`config.mk`:
```
export PLATFORM = sky130hd
export DESIGN_NAME = control_sequencer
export DESIGN_NICKNAME = d
export VERILOG_FILES = /design/src/rtl/mini_src_pkg.sv /design/src/rtl/reg_decode_4to16.sv /design/src/rtl/control_sequencer.sv
export SDC_FILE = /design/constraint.sdc
export NUM_CORES = 1
export LEC_CHECK = 0
export BUFFER_PORTS_ARGS = -buffer_cell sky130_fd_sc_hd__buf_2
export CORE_AREA = 3 3 115 73
export CTS_CLUSTER_DIAMETER = 100
export DETAILED_ROUTE_END_ITERATION = 10
export DIE_AREA = 0 0 118 76
export PLACE_DENSITY = 0.66
export SLEW_MARGIN = 25
export SYNTH_ARGS = -nofsm -noshare
export SYNTH_HDL_FRONTEND = slang
export SYNTH_SLANG_ARGS = --single-unit
export TNS_END_PERCENT = 50
```
`constraint.sdc`:
```
create_clock -name clk -period 5.4 [get_ports clk]
set_clock_uncertainty 0.2 [all_clocks]
set_input_delay 0 -clock clk [delete_from_list [all_inputs] [get_ports clk]]
set_output_delay 0 -clock clk [all_outputs]
set_load 0.05 [all_outputs]
```
`src/rtl/mini_src_pkg.sv`:
```
// Shared definitions for the Mini SRC hardwired control unit.
//   - IR field positions, opcode values, ALU function codes
//   - sequencer state encoding, opcode class, DataPath strobe bundle
//   - helper functions: opcode -> class, opcode -> ALU function
package mini_src_pkg;

    localparam int NREG_DEF  = 16;
    localparam int ALU_W_DEF = 5;

    // IR field positions (low bit of each field)
    localparam int OP_LSB = 27;   // [31:27]
    localparam int RA_LSB = 23;   // [26:23]
    localparam int RB_LSB = 19;   // [22:19]
    localparam int RC_LSB = 15;   // [18:15]

    typedef logic [4:0] opcode_t;

    localparam opcode_t OP_ADD  = 5'b00011;
    localparam opcode_t OP_SUB  = 5'b00100;
    localparam opcode_t OP_OR   = 5'b00101;
    localparam opcode_t OP_AND  = 5'b00110;
    localparam opcode_t OP_SHR  = 5'b00111;
    localparam opcode_t OP_SHL  = 5'b01000;
    localparam opcode_t OP_ROR  = 5'b01001;
    localparam opcode_t OP_ROL  = 5'b01010;
    localparam opcode_t OP_ADDI = 5'b01100;
    localparam opcode_t OP_ANDI = 5'b01101;
    localparam opcode_t OP_ORI  = 5'b01110;
    localparam opcode_t OP_MUL  = 5'b01111;
    localparam opcode_t OP_DIV  = 5'b10000;
    localparam opcode_t OP_NOP  = 5'b11010;
    localparam opcode_t OP_HALT = 5'b11011;

    localparam logic [4:0] ALU_NONE   = 5'b00000;
    localparam logic [4:0] ALU_ADD    = 5'b00011;
    localparam logic [4:0] ALU_SUB    = 5'b00100;
    localparam logic [4:0] ALU_SHR    = 5'b00101;
    localparam logic [4:0] ALU_SHL    = 5'b00110;
    localparam logic [4:0] ALU_ROR    = 5'b00111;
    localparam logic [4:0] ALU_ROL    = 5'b01000;
    localparam logic [4:0] ALU_AND    = 5'b01010;
    localparam logic [4:0] ALU_OR     = 5'b01011;
    localparam logic [4:0] ALU_MUL    = 5'b01110;
    localparam logic [4:0] ALU_DIV    = 5'b01111;
    localparam logic [4:0] ALU_PC_INC = 5'b11111;

    typedef enum logic [3:0] {
        S_IDLE = 4'd0,
        S_F0   = 4'd1,
        S_F1   = 4'd2,
        S_F2   = 4'd3,
        S_T3   = 4'd4,
        S_T4   = 4'd5,
        S_T5   = 4'd6,
        S_T6   = 4'd7,
        S_HALT = 4'd8
    } state_t;

    typedef enum logic [2:0] {
        CL_ALU_R  = 3'd0,   // register-register ALU op
        CL_ALU_I  = 3'd1,   // ALU op with C operand
        CL_MULDIV = 3'd2,   // result split over HI/LO
        CL_NOP    = 3'd3,
        CL_HALT   = 3'd4,
        CL_ILL    = 3'd5
    } op_class_t;

    typedef struct packed {
        logic pout;
        logic pen;
        logic maren;
        logic mdren;
        logic mdrout;
        logic read;
        logic iren;
        logic yen;
        logic zhien;
        logic zloen;
        logic zhiout;
        logic zloout;
        logic hien;
        logic loen;
        logic cout;
    } strobes_t;

    function automatic op_class_t op_class(input opcode_t op);
        op_class_t cls;
        cls = CL_ILL;
        case (op)
            OP_ADD, OP_SUB, OP_OR, OP_AND,
            OP_SHR, OP_SHL, OP_ROR, OP_ROL: cls = CL_ALU_R;
            OP_ADDI, OP_ANDI, OP_ORI:       cls = CL_ALU_I;
            OP_MUL, OP_DIV:                 cls = CL_MULDIV;
            OP_NOP:                         cls = CL_NOP;
            OP_HALT:                        cls = CL_HALT;
            default:                        cls = CL_ILL;
        endcase
        return cls;
    endfunction

    function automatic logic [4:0] alu_fn(input opcode_t op);
        logic [4:0] fn;
        fn = ALU_NONE;
        case (op)
            OP_ADD, OP_ADDI: fn = ALU_ADD;
            OP_SUB:          fn = ALU_SUB;
            OP_OR,  OP_ORI:  fn = ALU_OR;
            OP_AND, OP_ANDI: fn = ALU_AND;
            OP_SHR:          fn = ALU_SHR;
            OP_SHL:          fn = ALU_SHL;
            OP_ROR:          fn = ALU_ROR;
            OP_ROL:          fn = ALU_ROL;
            OP_MUL:          fn = ALU_MUL;
            OP_DIV:          fn = ALU_DIV;
            default:         fn = ALU_NONE;
        endcase
        return fn;
    endfunction

endpackage

```
`src/rtl/reg_decode_4to16.sv`:
```
// 4-bit register index plus enable -> one-hot 16-bit select.
//   idx    in  4   register number
//   en     in  1   when 0 the output is all zeros
//   onehot out 16  bit idx set when en=1
module reg_decode_4to16 (
    input  logic [3:0]  idx,
    input  logic        en,
    output logic [15:0] onehot
);
    generate
        for (genvar gi = 0; gi < 16; gi++) begin : g_bit
            assign onehot[gi] = en && (idx == 4'(gi));
        end
    endgenerate
endmodule

```
`src/rtl/control_sequencer.sv`:
```
// Hardwired control unit for the Mini SRC core: fetch -> decode -> execute,
// driving every DataPath strobe from registers.
//   clk, clr (async active-low reset)
//   ir       DataPath IR readback; run_req / stop_req / mem_rdy control inputs
//   R_en, R_out  one-hot register load / bus-drive enables
//   Pout..Cout   DataPath strobes; alu_control ALU function select
//   running  high outside IDLE/HALT; ill_op one-cycle pulse on undefined opcode
module control_sequencer
    import mini_src_pkg::*;
#(
    parameter int               NREG      = NREG_DEF,
    parameter int               ALU_W     = ALU_W_DEF,
    parameter logic [ALU_W-1:0] PC_INC_FN = ALU_W'(ALU_PC_INC)
) (
    input  logic             clk,
    input  logic             clr,
    input  logic [31:0]      ir,
    input  logic             run_req,
    input  logic             stop_req,
    input  logic             mem_rdy,
    output logic [NREG-1:0]  R_en,
    output logic [NREG-1:0]  R_out,
    output logic             Pout,
    output logic             Pen,
    output logic             MARen,
    output logic             MDRen,
    output logic             MDROut,
    output logic             Read,
    output logic             IRen,
    output logic             Yen,
    output logic             ZHIen,
    output logic             ZLOen,
    output logic             ZHIout,
    output logic             ZLOout,
    output logic             HIen,
    output logic             LOen,
    output logic             Cout,
    output logic [ALU_W-1:0] alu_control,
    output logic             running,
    output logic             ill_op
);
    state_t           state_q, state_d, end_state;
    logic             stop_q, stop_d;
    opcode_t          opcode_q, opcode_d;
    op_class_t        op_cls;
    strobes_t         ctl_q, ctl_d;
    logic [NREG-1:0]  r_en_q, r_en_d, r_out_q, r_out_d;
    logic [ALU_W-1:0] alu_q, alu_d;
    logic             running_q, running_d, ill_q, ill_d;

    logic [4:0]  ir_op;
    logic [3:0]  ir_ra, ir_rb, ir_rc;
    logic [3:0]  ren_idx, rout_idx;
    logic        ren_en, rout_en;
    logic [15:0] ren_hot, rout_hot;
    logic        unused_ir_low;

    assign ir_op = ir[OP_LSB +: 5];
    assign ir_ra = ir[RA_LSB +: 4];
    assign ir_rb = ir[RB_LSB +: 4];
    assign ir_rc = ir[RC_LSB +: 4];
    assign unused_ir_low = ^ir[14:0];  // C operand goes to DataPath directly

    // Next state. The opcode is captured from ir on the edge entering T3
    // and decoding from then on uses the latched copy.
    always_comb begin
        stop_d    = stop_q | stop_req;
        opcode_d  = (state_q == S_F2) ? ir_op : opcode_q;
        op_cls    = op_class(opcode_d);
        end_state = stop_d ? S_HALT : S_F0;
        state_d   = state_q;
        case (state_q)
            S_IDLE: if (run_req) state_d = S_F0;
            S_F0:   state_d = S_F1;
            S_F1:   if (mem_rdy) state_d = S_F2;
            S_F2:   state_d = S_T3;
            S_T3: begin
                case (op_cls)
                    CL_ALU_R, CL_ALU_I, CL_MULDIV: state_d = S_T4;
                    CL_HALT:                       state_d = S_HALT;
                    default:                       state_d = end_state;  // nop / illegal
                endcase
            end
            S_T4:   state_d = S_T5;
            S_T5:   state_d = (op_cls == CL_MULDIV) ? S_T6 : end_state;
            S_T6:   state_d = end_state;
            S_HALT: state_d = S_HALT;
            default: state_d = S_IDLE;
        endcase
    end

    // Outputs are decoded from the state being entered so that the
    // registered copies are valid for the whole of that state.
    always_comb begin
        ctl_d     = '0;
        alu_d     = '0;
        ill_d     = 1'b0;
        ren_en    = 1'b0;
        ren_idx   = ir_ra;
        rout_en   = 1'b0;
        rout_idx  = ir_rb;
        running_d = (state_d != S_IDLE) && (state_d != S_HALT);
        case (state_d)
            S_F0: begin
                ctl_d.pout  = 1'b1;
                ctl_d.maren = 1'b1;
                ctl_d.zloen = 1'b1;
                alu_d       = PC_INC_FN;
            end
            S_F1: begin
                ctl_d.read  = 1'b1;
                ctl_d.mdren = 1'b1;
                // PC update happens once, not on every memory wait cycle
                if (state_q != S_F1) begin
                    ctl_d.zloout = 1'b1;
                    ctl_d.pen    = 1'b1;
                end
            end
            S_F2: begin
                ctl_d.mdrout = 1'b1;
                ctl_d.iren   = 1'b1;
            end
            S_T3: begin
                rout_en   = 1'b1;
                ctl_d.yen = 1'b1;
                ill_d     = (op_cls == CL_ILL);
            end
            S_T4: begin
                if (op_cls == CL_ALU_I) begin
                    ctl_d.cout = 1'b1;
                end else begin
                    rout_en  = 1'b1;
                    rout_idx = ir_rc;
                end
                alu_d       = ALU_W'(alu_fn(opcode_d));
                ctl_d.zloen = 1'b1;
                ctl_d.zhien = (op_cls == CL_MULDIV);
            end
            S_T5: begin
                ctl_d.zloout = 1'b1;
                if (op_cls == CL_MULDIV) ctl_d.loen = 1'b1;
                else                     ren_en     = 1'b1;
            end
            S_T6: begin
                ctl_d.zhiout = 1'b1;
                ctl_d.hien   = 1'b1;
            end
            default: ;
        endcase
    end

    reg_decode_4to16 u_dec_en  (.idx(ren_idx),  .en(ren_en),  .onehot(ren_hot));
    reg_decode_4to16 u_dec_out (.idx(rout_idx), .en(rout_en), .onehot(rout_hot));

    assign r_en_d  = NREG'(ren_hot);
    assign r_out_d = NREG'(rout_hot);

    always_ff @(posedge clk or negedge clr) begin
        if (!clr) begin
            state_q   <= S_IDLE;
            stop_q    <= 1'b0;
            opcode_q  <= '0;
            ctl_q     <= '0;
            r_en_q    <= '0;
            r_out_q   <= '0;
            alu_q     <= '0;
            running_q <= 1'b0;
            ill_q     <= 1'b0;
        end else begin
            state_q   <= state_d;
            stop_q    <= stop_d;
            opcode_q  <= opcode_d;
            ctl_q     <= ctl_d;
            r_en_q    <= r_en_d;
            r_out_q   <= r_out_d;
            alu_q     <= alu_d;
            running_q <= running_d;
            ill_q     <= ill_d;
        end
    end

    assign R_en        = r_en_q;
    assign R_out       = r_out_q;
    assign Pout        = ctl_q.pout;
    assign Pen         = ctl_q.pen;
    assign MARen       = ctl_q.maren;
    assign MDRen       = ctl_q.mdren;
    assign MDROut      = ctl_q.mdrout;
    assign Read        = ctl_q.read;
    assign IRen        = ctl_q.iren;
    assign Yen         = ctl_q.yen;
    assign ZHIen       = ctl_q.zhien;
    assign ZLOen       = ctl_q.zloen;
    assign ZHIout      = ctl_q.zhiout;
    assign ZLOout      = ctl_q.zloout;
    assign HIen        = ctl_q.hien;
    assign LOen        = ctl_q.loen;
    assign Cout        = ctl_q.cout;
    assign alu_control = alu_q;
    assign running     = running_q;
    assign ill_op      = ill_q;
endmodule

```
==> impl_metrics.ini <==
[finish]
final_area_um2 = 4018
multi_input_area_um2 = 1339
seq_area_um2 = 1476
diodes = 0
drive_above_1_share_pct = 28.25
synthToLayoutAreaGrowth_pct = 36.46
final_nets = 438
fillerInstances = 656

[timing]
hold_viol_final = 0
fmax_mhz = 196.6
tightest_slew_ps = 721.3
maxSlewViolCount = 0
fin_crit_ps = 5087
setup_viol = 0
period_share_pct = 94.21
rsz0062_at_grt = false
final.setup.tns_ps = 0
relSlewSlack_pct = 51.91

[route]
dr.first_iter.drc_count = 199
firstDrtPassIters = 4
drc_errors = 0
viasPerCell = 5.089
post_drt_wl_per_cell_um = 15.74
vias = 2565
ant_nets = 0
drt_wl_total_mm = 7.935

[place]
dpl_cell_area_um2 = 3353
dpl.hpwl_mm = 5.284
place_congestion = 0.8184
portBuffers = 75

[worst_setup_path]
worstPathRequired_ps = 5410
end_kind = register
cp.arrival_ps = 5090
critPathMaxFanout = 14
startpoint_type = register
crit_type = register to register

[clocking]
clockBufferDepth = 2
root_buffer = clkbuf_16
htreeDepth = 3
cts.sinks = 59
cts_tree = built
clk_pin_slew_ps = 50
cts_made_buffers = 9
clock_latency_ps = 330

[die]
die_area_um2 = 8968
die_w_um = 118
pin_count = 91
num_rows = 24
start_util_pct = 40.35
die_height_um = 76
core_area_um2 = 7297

[power_and_ir_drop]
p_per_area_nw_per_um2 = 544.2
pwr-share-clk_pct = 26.0
switchingPower_mw = 0.9565
p_int_mw = 1.230
power_switching_share_pct = 43.75
p_leak_nw = 1.987
comb_power_share_pct = 46.8
ir_drop_mv = 0.2320
power_mw = 2.187
p_seq_share_pct = 27.1

[grt]
first_global_vias = 2552
grt_start_max_net_pins = 60
antenna_found_initial = 0
grt-ovfl-total = 0
grt_pass1_wl_mm = 13.40
track_usage_pct = 18.48

[run_status]
status = complete, no violations

[logic_synthesis]
synth-main-ff-cell = dfrtp_1
synth_nets = 333
avgSynthCellArea_um2 = 10.15
ys_seq_area_share_pct = 50.15
yosys_warnings = 0
synth.distinct_cells = 49
synth_edf_count = 0
ys_seq_elements = 59
async_flop_share_pct = 100.0
syn-cell-area_um2 = 2944
syn_inst = 290

[run]
drv_cap = 0

[worst_hold_path]
hold_class = input pin to register
-- power by group through the flow --
stage / combinational [mW] / sequential, mW / clock, mW
floorplan: 0.670 / 0.687 / 0
global placement: 0.940 / 0.593 / 0
detailed placement: 0.958 / 0.596 / 0
CTS: 0.980 / 0.589 / 0.579
global route: 1.12 / 0.604 / 0.604
finish: 1.02 / 0.593 / 0.570
-- timing repair --
item                                    in CTS  in global routing
gates resized for setup                      0                  6
hold buffers                                30                  0
buffers inserted                             0                  5
endpoints found under the setup margin       0                  2
endpoints found under the hold margin       98                  0
-- cell usage after synthesis (all sizes together) (3+ instances only) --
cell | n | area (um2)
buf | 12 | 88.83
mux2i | 11 | 113.9
ha | 6 | 75.07
nand3 | 6 | 30.03
nand2b | 10 | 62.56
and2 | 6 | 37.54
o211ai | 4 | 30.03
nor2 | 33 | 123.9
or2 | 3 | 18.77
or3 | 9 | 61.31
a31oi | 4 | 25.02
dfrtp | 59 | 1476
nor2b | 8 | 50.05
xor2 | 4 | 35.03
nand4bb | 3 | 50.05
nand2 | 11 | 41.29
inv | 11 | 41.29
clkbuf | 6 | 22.52
o21ai | 14 | 70.07
nor3 | 18 | 90.09
o31a | 4 | 35.03
and3 | 5 | 31.28
mux2 | 3 | 37.53
a21oi | 15 | 75.07
-- cell type report --
class                           count  area share [%]
Clock buffer                       10           5.948
Multi-Input combinational cell    202           33.32
Timing Repair Buffer              112           18.13
Clock inverter                      6           1.588
Tap cell                          104           3.239
Inverter                           11           1.028
Sequential cell                    59           36.75
-- worst paths after layout --
kind | slack [ps] | start | depth (start not counted) | endpoint
worst max-delay path | 310 | state_q[2] | 15 | R_out[3]
worst min-delay path | 20 | ir[18] | 4 | R_out[5]
worst max register to register | 310 | state_q[2] | 15 | R_out[3]
worst min register to register | 320 | stop_q | 1 | stop_q
max in group asynchronous | 4370 | clr | 3 | opcode_q[2]
min in group asynchronous | 150 | clr | 3 | alu_control[3]
-- cells in the final DEF, fill, tap and decap left out, types with 7 or more instances in the layout --
master,synthesis,final
or3_1,8,8
clkbuf_16,0,9
buf_4,7,7
nor2b_1,8,8
nand2b_1,10,10
dlygate4sd3_1,0,30
mux2i_1,10,9
inv_1,11,11
nand2_1,11,11
a21oi_1,15,15
nor3_1,18,17
buf_2,2,75
o21ai_0,14,14
dfrtp_1,59,59
nor2_1,33,32
-- cells by family after synthesis --
group                      after synthesis  synth area share [%]
AOI/OAI and AO/OA                       56                 12.92
muxes                                   14                 5.142
adders and majority gates                6                 2.550
DFF                                     59                 50.15
xor gates and xnor gates                 4                 1.190
buffers and inverters                   29                 5.185
and+or+nand+nor                        122                 22.87
-- stage by stage --
step,hold WS (ps),instances,worst slack [ps],util [%]
after floorplan,-495.6,290,1588,-
after global placement,-10.11,453,961.5,45.95
after detailed placement,-3.609,453,852.8,45.95
after CTS,19.20,499,69.29,54.22
after global routing,89.69,504,103.3,55.06
final,18.85,504,312.7,55.06
-- critical path: stages, from the launching register on --
cell and delay (ps):
dfrtp_1 520, nand4bb_4 370, inv_1 150, buf_4 240
mux2_2 450, inv_1 140, ha_1 240, nand2b_1 80
mux2i_1 270, o31a_1 300, nor2_4 110, or3_1 560
nand3_1 150, dlygate4sd3_1 560, a21oi_1 60, dlygate4sd3_1 560
-- sequential cells by signal, summed over array words and instances (netlist names), 4 cells and up --
| name | count |
|---|---|
| R_out | 16 |
| opcode_q | 5 |
| R_en | 16 |
| alu_control | 5 |
| state_q | 4 |
-- per-layer routing --
metal  vias to the layer above  GRT usage (%)  part of all wire [%]
met5                         -              0                     0
met2                        92          27.11                    45
met4                         0          5.497                   1.0
li1                       1229              -                     -
met1                      1236          26.73                    48
met3                         8          5.045                   6.2
Power figures use the tool's default switching activity.
